### src/rtl/ascii_7seg_scanner.sv
// ascii_7seg_scanner: NUM_DIGITS-entry ASCII buffer time-multiplexed onto one shared 7-segment bus.
// Latency: seg/an/dp are registered one cycle behind the scan state; a write reaches seg two edges later.
// Backpressure: none, every write is accepted. Optional decimal point per digit: define ASCII7SEG_DP_EN.
module ascii_7seg_scanner #(
  parameter int NUM_DIGITS   = 4,
  parameter int REFRESH_DIV  = 50000,
  parameter int BLANK_CYCLES = 500,
  parameter int ACTIVE_LOW   = 1
) (
  input  logic                  clk,
  input  logic                  reset,
  input  logic                  wr_en,
  input  logic [2:0]            wr_addr,
  input  logic [7:0]            char_in,
  output logic [6:0]            seg,
  output logic [NUM_DIGITS-1:0] an,
  output logic [2:0]            digit_idx
`ifdef ASCII7SEG_DP_EN
  ,
  input  logic                  dp_in,
  output logic                  dp
`endif
);

  localparam int MAXC = (REFRESH_DIV > BLANK_CYCLES) ? REFRESH_DIV : BLANK_CYCLES;
  localparam int CW   = (MAXC > 1) ? $clog2(MAXC) : 1;

`ifdef ASCII7SEG_DP_EN
  localparam int EW = 9;   // {dp, ascii}
`else
  localparam int EW = 8;   // ascii only
`endif

  localparam logic [CW-1:0]         SHOW_LAST  = CW'(REFRESH_DIV - 1);
  localparam logic [CW-1:0]         BLANK_LAST = CW'(BLANK_CYCLES - 1);
  localparam logic [2:0]            LAST_IDX   = 3'(NUM_DIGITS - 1);
  localparam logic [EW-1:0]         SPACE_ENT  = EW'(8'h20);
  localparam logic [6:0]            SEG_OFF    = (ACTIVE_LOW != 0) ? 7'h7F : 7'h00;
  localparam logic [NUM_DIGITS-1:0] AN_OFF     = (ACTIVE_LOW != 0) ? '1 : '0;
  localparam logic                  DP_OFF     = (ACTIVE_LOW != 0);

  typedef enum logic [0:0] {SHOW, BLANK} state_t;

  state_t                  state_q, state_d;
  logic [CW-1:0]           cnt_q, cnt_d;
  logic [2:0]              idx_q, idx_d;
  logic [EW-1:0]           char_q [NUM_DIGITS];
  logic [EW-1:0]           wr_ent;
  logic [EW-1:0]           cur_ent;
  logic [NUM_DIGITS-1:0]   an_on;
  logic [6:0]              seg_q, seg_d;
  logic [NUM_DIGITS-1:0]   an_q, an_d;
  logic                    dp_q, dp_d;

  // Active-high a..g glyph for an ASCII code; anything unlisted is blank.
  function automatic logic [6:0] glyph(input logic [7:0] c);
    logic [6:0] g;
    case (c)
      8'h30:        g = 7'h3F;
      8'h31:        g = 7'h06;
      8'h32:        g = 7'h5B;
      8'h33:        g = 7'h4F;
      8'h34:        g = 7'h66;
      8'h35:        g = 7'h6D;
      8'h36:        g = 7'h7D;
      8'h37:        g = 7'h07;
      8'h38:        g = 7'h7F;
      8'h39:        g = 7'h6F;
      8'h41, 8'h61: g = 7'h77;
      8'h42, 8'h62: g = 7'h7C;
      8'h43, 8'h63: g = 7'h39;
      8'h44, 8'h64: g = 7'h5E;
      8'h45, 8'h65: g = 7'h79;
      8'h46, 8'h66: g = 7'h71;
      8'h2D:        g = 7'h40;
      8'h5F:        g = 7'h08;
      default:      g = 7'h00;
    endcase
    return g;
  endfunction

`ifdef ASCII7SEG_DP_EN
  assign wr_ent = {dp_in, char_in};
`else
  assign wr_ent = char_in;
`endif

  // Character buffer: reset to spaces; out-of-range addresses match no entry and are dropped.
  always_ff @(posedge clk) begin
    if (reset) begin
      for (int i = 0; i < NUM_DIGITS; i++) char_q[i] <= SPACE_ENT;
    end else if (wr_en) begin
      for (int i = 0; i < NUM_DIGITS; i++) begin
        if (wr_addr == 3'(i)) char_q[i] <= wr_ent;
      end
    end
  end

  // Select the entry for the digit being scanned and build its one-hot enable.
  always_comb begin
    cur_ent = SPACE_ENT;
    an_on   = '0;
    for (int i = 0; i < NUM_DIGITS; i++) begin
      if (idx_q == 3'(i)) begin
        cur_ent  = char_q[i];
        an_on[i] = 1'b1;
      end
    end
  end

  // Scan state register: SHOW/BLANK, dwell counter, current digit index.
  always_ff @(posedge clk) begin
    if (reset) begin
      state_q <= SHOW;
      cnt_q   <= '0;
      idx_q   <= '0;
    end else begin
      state_q <= state_d;
      cnt_q   <= cnt_d;
      idx_q   <= idx_d;
    end
  end

  // Next scan state and next output values; BLANK drives everything off to prevent ghosting.
  always_comb begin
    state_d = state_q;
    cnt_d   = cnt_q + 1'b1;
    idx_d   = idx_q;
    seg_d   = SEG_OFF;
    an_d    = AN_OFF;
    dp_d    = DP_OFF;
    case (state_q)
      SHOW: begin
        seg_d = (ACTIVE_LOW != 0) ? ~glyph(cur_ent[7:0]) : glyph(cur_ent[7:0]);
        an_d  = (ACTIVE_LOW != 0) ? ~an_on : an_on;
`ifdef ASCII7SEG_DP_EN
        dp_d  = (ACTIVE_LOW != 0) ? ~cur_ent[8] : cur_ent[8];
`endif
        if (cnt_q == SHOW_LAST) begin
          cnt_d   = '0;
          state_d = BLANK;
        end
      end
      BLANK: begin
        if (cnt_q == BLANK_LAST) begin
          cnt_d   = '0;
          state_d = SHOW;
          idx_d   = (idx_q == LAST_IDX) ? 3'd0 : idx_q + 3'd1;
        end
      end
      default: begin
        cnt_d   = '0;
        state_d = SHOW;
      end
    endcase
  end

  // Output registers: all-off after reset, otherwise one cycle behind the scan state.
  always_ff @(posedge clk) begin
    if (reset) begin
      seg_q <= SEG_OFF;
      an_q  <= AN_OFF;
      dp_q  <= DP_OFF;
    end else begin
      seg_q <= seg_d;
      an_q  <= an_d;
      dp_q  <= dp_d;
    end
  end

  assign seg       = seg_q;
  assign an        = an_q;
  assign digit_idx = idx_q;

`ifdef ASCII7SEG_DP_EN
  assign dp = dp_q;
`else
  logic unused_dp;
  assign unused_dp = dp_q;
`endif

endmodule

### config.mk
export PLATFORM = sky130hd
export DESIGN_NAME = ascii_7seg_scanner
export DESIGN_NICKNAME = d
export VERILOG_FILES = /design/src/rtl/ascii_7seg_scanner.sv
export SDC_FILE = /design/constraint.sdc
export NUM_CORES = 1
export LEC_CHECK = 0
export ABC_CLOCK_PERIOD_IN_PS = 6950
export CORE_UTILIZATION = 49
export DETAILED_ROUTE_END_ITERATION = 7
export PLACE_DENSITY = 0.69
export SKIP_LAST_GASP = 1
export SLEW_MARGIN = 0
export SYNTH_ARGS = -nofsm -noshare
export SYNTH_HDL_FRONTEND = slang
export SYNTH_SLANG_ARGS = --single-unit
### constraint.sdc
create_clock -name clk -period 6.95 [get_ports clk]
set_input_delay 1.39 -clock clk [delete_from_list [all_inputs] [get_ports clk]]
set_output_delay 1.39 -clock clk [all_outputs]
set_load 0.03 [all_outputs]
After elaboration in Yosys (flattened, before gate mapping)

Memory sizes are Yosys's and may differ from the RTL's.
Index checks and enable logic that the tools add are counted.

Equal/unequal tests: 32
$add $sub $neg: 2
Bitwise operators: 7
Multiplexer cells: 39
Reduce and logical (&&, ||, !) cells: 10

Operator list:

| cell                                                             | count |
|---|---|
| 7-bit one-hot mux with 18 select lines                           | 1 |
| 8-bit by 7-bit == test with 1-bit output, second input constant  | 13 |
| 8-bit by 6-bit == test with 1-bit output, second input constant  | 11 |
| 8-bit two-way mux                                                | 8 |
| 16-bit two-way mux                                               | 2 |
| 16-bit one-hot mux with 2 select lines                           | 1 |
| 1-bit two-way mux                                                | 24 |
| 16-bit by 1-bit adder with 16-bit output, second input constant  | 1 |
| 16-bit == test, second input constant                            | 1 |
| 16-bit by 9-bit == test with 1-bit output, second input constant | 1 |
| 2-bit OR reduction                                               | 7 |
| 3-bit by 2-bit == test with 1-bit output, second input constant  | 4 |
| 7-bit two-way mux                                                | 1 |
| 7-bit inverter                                                   | 1 |
| 3-bit by 1-bit == test with 1-bit output, second input constant  | 2 |
| 3-bit zero test                                                  | 2 |
| 4-bit inverter                                                   | 1 |
| 1-bit OR                                                         | 4 |
| 3-bit by 1-bit adder with 3-bit output, second input constant    | 1 |
| 3-bit two-way mux                                                | 1 |
| 1-bit one-hot mux with 2 select lines                            | 1 |
| 2-bit AND reduction                                              | 1 |
| 1-bit inverter                                                   | 1 |

Word-level logic and storage cells: 96
Register bits: 31
Bits in writable memories: 32
Bits of input ports: 14
Output and inout port bits: 14
Memories kept: 1

Memory list:

| memory | depth | width | read ports | clocked after memory_dff | wr ports | RTL line | source |
|---|---|---|---|---|---|---|---|
| char_q | 4     | 8     | 4          | 0                        | 4        | 47       | `logic [EW-1:0] char_q [NUM_DIGITS];` |

Longest topological paths before layout

Depth after elaboration: 10
Mapped depth: 11
Gate-level depth less buffers: 9

Worst setup path after synthesis

Ideal clock, no wire load.

Path kind: register -> register
Start: register idx_q[0], in the netlist digit_idx[0]
End: register seg_q[6], in the netlist seg[6]
Arrival: 2585 ps
Data required time: 6818 ps
Stages on the path, launching flop included: 10
Slack: 4233 ps
Path through: dfxtp_1 inv_1 ha_1 a211oi_1 a211o_1 nor2_1 or3_4 a2111oi_4 o31a_4 o31ai_1

Cells in the longest elaborated chain, start to end: 10
Elaborated cells between the ends (all ways): 41

RTL lines:

| what                                     | RTL line | source |
|---|---|---|
| start: declaration                       | 46       | `logic [2:0] idx_q, idx_d;` |
| start signal: assignment                 | 120      | `idx_q <= idx_d;` |
| 3-bit zero test                          | 104      | `if (idx_q == 3'(i)) begin` |
| 8-bit two-way mux (3 in series)          | 104      |  |
| 8-bit two-way mux *                      | 104      |  |
| 8-bit by 7-bit == test with 1-bit output | 58       | `case (c)` |
| 2-bit OR reduction                       | 58       |  |
| 7-bit one-hot mux with 18 select lines * | 58       |  |
| 7-bit two-way mux *                      | 132      | `case (state_q)` |
| 7-bit inverter *                         | 134      | `seg_d = (ACTIVE_LOW != 0) ? ~glyph(cur_ent[7:0]) : glyph(cur_ent[7:0]);` |
| end signal: assignment                   | 165      | `seg_q <= seg_d;` |
| end: declaration                         | 51       | `logic [6:0] seg_q, seg_d;` |

Mark *: on every way between the ends. The rest lies on a longest branch, timed or not. The select of a mux whose other input is x is not followed.
A chain may end at the register's enable or synchronous reset.

Worst setup path after layout

Start: register idx_q[1], in the netlist digit_idx[1]
End: register seg_q[1], in the netlist seg[1]

The elaborated chain is that of the path after synthesis.

==> reports/results.ini <==
[logic_synthesis]
yosysWarnings = 0
synth-xor-area-share = 0.0375
ys_top_cells_by_count = nor2_1, edfxtp_1, dfxtp_1
synth_top_family_by_area = simple AND/OR/NAND/NOR gates
synth_top_area_share = 0.294
yosysTopAreaCell = edfxtp_1
synthMuxAreaShare = 0.00306
yosysMostFrequentCell = nor2_1
synth.distinct_cells = 60
synth_flop_cell = edfxtp_1
synth_compound_area_frac = 0.160
synth_seq_cells = 63
ys_top_cells_by_area = edfxtp_1, dfxtp_1, and2_1, nor2_1, nand2_1
syn-cell-area_um2 = 3270
syn-num-nets = 355
synth-simple-area-share = 0.271
synth_edf_count = 32
async_reset_ff_frac = 0
ys_seq_area_frac = 0.484
avgSynthCellArea_um2 = 9.73
synth_fa_ha_area_frac = 0.0191
netlist_instances = 336

[floorplan]
die_area_um2 = 7010
start_util = 0.512
core.rowCount = 29
core_um2 = 6390
io-pin-count = 28
die_h_um = 83.7
die_w_um = 83.7

[detailed_routing]
wl_per_cell_um = 16.0
drt_drc_violations_left = 0
ant_nets = 0
drt-initial-drc-count = 235
dr.pass1.iters = 5
viasPerCell = 5.82
vias = 2589
drt_wl_total_mm = 7.12

[sta]
worst_slack_ns = 3.71
tightest_slew_ns = 1.08
finalSetupViolations = 0
slew_headroom = 0.272
final_max_slew_viol_count = 0
min_period_ns = 3.24
rsz0062_at_grt = false
fin_setup_tns_ns = 0
finalHoldViolations = 0
finalCritPeriodShare = 0.466
fmax_mhz = 309
finalClockSkew_ns = 0.0107

[place]
pre_cts_slack_ns = 3.70
place.gp.congestion = 0.928
hpwlAfterDp_mm = 5.19
port_buffers = 27
place_area_um2 = 3580

[power_and_ir_drop]
total_power_mw = 0.826
p_per_area_nw_per_um2 = 218
p_leak_nw = 1.33
ir_drop_mv = 0.172

[finish]
diodes = 0
area_delta_synth_final_pct = 15.8
stdcell_area_um2 = 3790
final_nets = 382
drive_gt1_frac = 0.0815
fin_util = 0.593

[critical_path]
critPathLaunchType = register
crit_family = simple AND/OR/NAND/NOR gates
cp_slowest_cell = nor3_1
end_kind = register
critical_path_class = register to register
reg2reg_from = digit_idx[1]
cp.arrival_ns = 3.46
crit_buf_inv = 0
r2r_slack_ns = 3.71
worstPathRequired_ns = 7.17
crit_chain = ha_1, nand2b_1, o22ai_1, nor3_1, and2_0, o31ai_1, a21oi_1, o2111ai_1
r2r-end = seg[1]
cp.depth = 8
r2r_cells = 8
cp_slowest_stage_delay_ns = 0.88
critPathMaxFanout = 20

[global_route]
grt-ovfl-total = 0
antenna_found_initial = 0
grt_use_total = 0.214
grt_pass1_wl_mm = 11.5
grt_pass1_vias = 2345
grt_start_max_net_pins = 21

[clock_network]
clk_latency_ns = 0.35
cts_tree = built
clockBufferDepth = 2
cts.clk_slew.worst_paths_ns = 0.08
cts_setup_buffers = 0
cts_inserted_buffers = 9
hold_buffers = 0
ctsHtreeMaxLevel = 3
root_buffer = clkbuf_8
clock-sinks = 63
cts_resized = 0

[flow_run]
drv_cap = 0

[min_path]
hold_class = register to register
hold_end = cnt_q[0]
min_from = cnt_q[0]
hold_depth = 1

[outcome]
status = finished, final reports clean

## layout by cell type (no fill, tap or decap), types with 4 or more instances in the layout
master and n:
nor2_1 39, edfxtp_1 32, dfxtp_1 31, and2_1 29, clkdlybuf4s50_1 27, nand2_1 26, nor3_1 13, a21oi_1 13
a211oi_1 10, nor2b_1 9, clkbuf_8 9, nand3_1 8, xnor2_1 8, o21ai_0 7, inv_1 6, nand2b_1 6
xor2_1 6, a31o_2 5, o22ai_1 5, nand3b_1 5, nand4_1 5, and3_1 5, ha_1 5, nor3b_1 4
a211o_1 4
## cell type report
type                       instances  area, µm²
sequential                        63       1580
clock buffer                      10        149
inverter                           7       26.3
fill                             541       2600
tap                               77       96.3
clock inverter                     6       62.6
timing repair buffer              27        270
multi-input combinational        255       1600
## logic make-up (layout without fill, tap and decap cells)
logic type                 count (synthesis)  count (layout)
DFF                                       63              63
AOI/OAI and AO/OA                         69              69
buffers and inverters                     18              50
and+or+nand+nor                          166             166
muxes                                      1               1
adders and majority gates                  5               5
xor gates and xnor gates                  14              14
## worst reg2reg max path, cell delays in order (launching register included)
cell and delay, ns:
dfxtp_1 0.41, ha_1 0.56, nand2b_1 0.21, o22ai_1 0.10, nor3_1 0.88, and2_0 0.46
o31ai_1 0.19, a21oi_1 0.17, o2111ai_1 0.14
## state kept, by name, indices dropped and copies added, names as in the netlist
name	flops
char_q	32
state_q	1
an	4
seg	7
cnt_q	16
digit_idx	3
## where the power goes
| part | internal (mW) | switching (mW) |
|---|---|---|
| Clock | 0.189 | 0.157 |
| Combinational | 0.0265 | 0.0430 |
| Sequential | 0.405 | 0.00577 |
## worst max path at each step
| stage | from | to |
|---|---|---|
| 2_1_floorplan | digit_idx[0] | seg[6] |
| 3_5_place_dp | reset | char_q[2][5] |
| 6_report | digit_idx[1] | seg[1] |
| 4_1_cts | digit_idx[2] | digit_idx[2] |
| 5_1_grt | digit_idx[1] | seg[1] |
| 3_3_place_gp | reset | char_q[0][5] |
## metrics by stage
step	std cells	hold slack, ns
floorplan	336	0.413
global placement	429	0.429
detailed placement	429	0.436
CTS	445	0.453
global route	445	0.488
finish	445	0.451
## routing by layer
metal | share of wire | GRT usage | up-vias
met1 | 0.44 | 0.259 | 1184
met5 | 0 | 0 | -
met2 | 0.48 | 0.353 | 100
met3 | 0.049 | 0.0564 | 20
li1 | - | - | 1285
met4 | 0.031 | 0.103 | 0
Power figures use the tool's default switching activity.
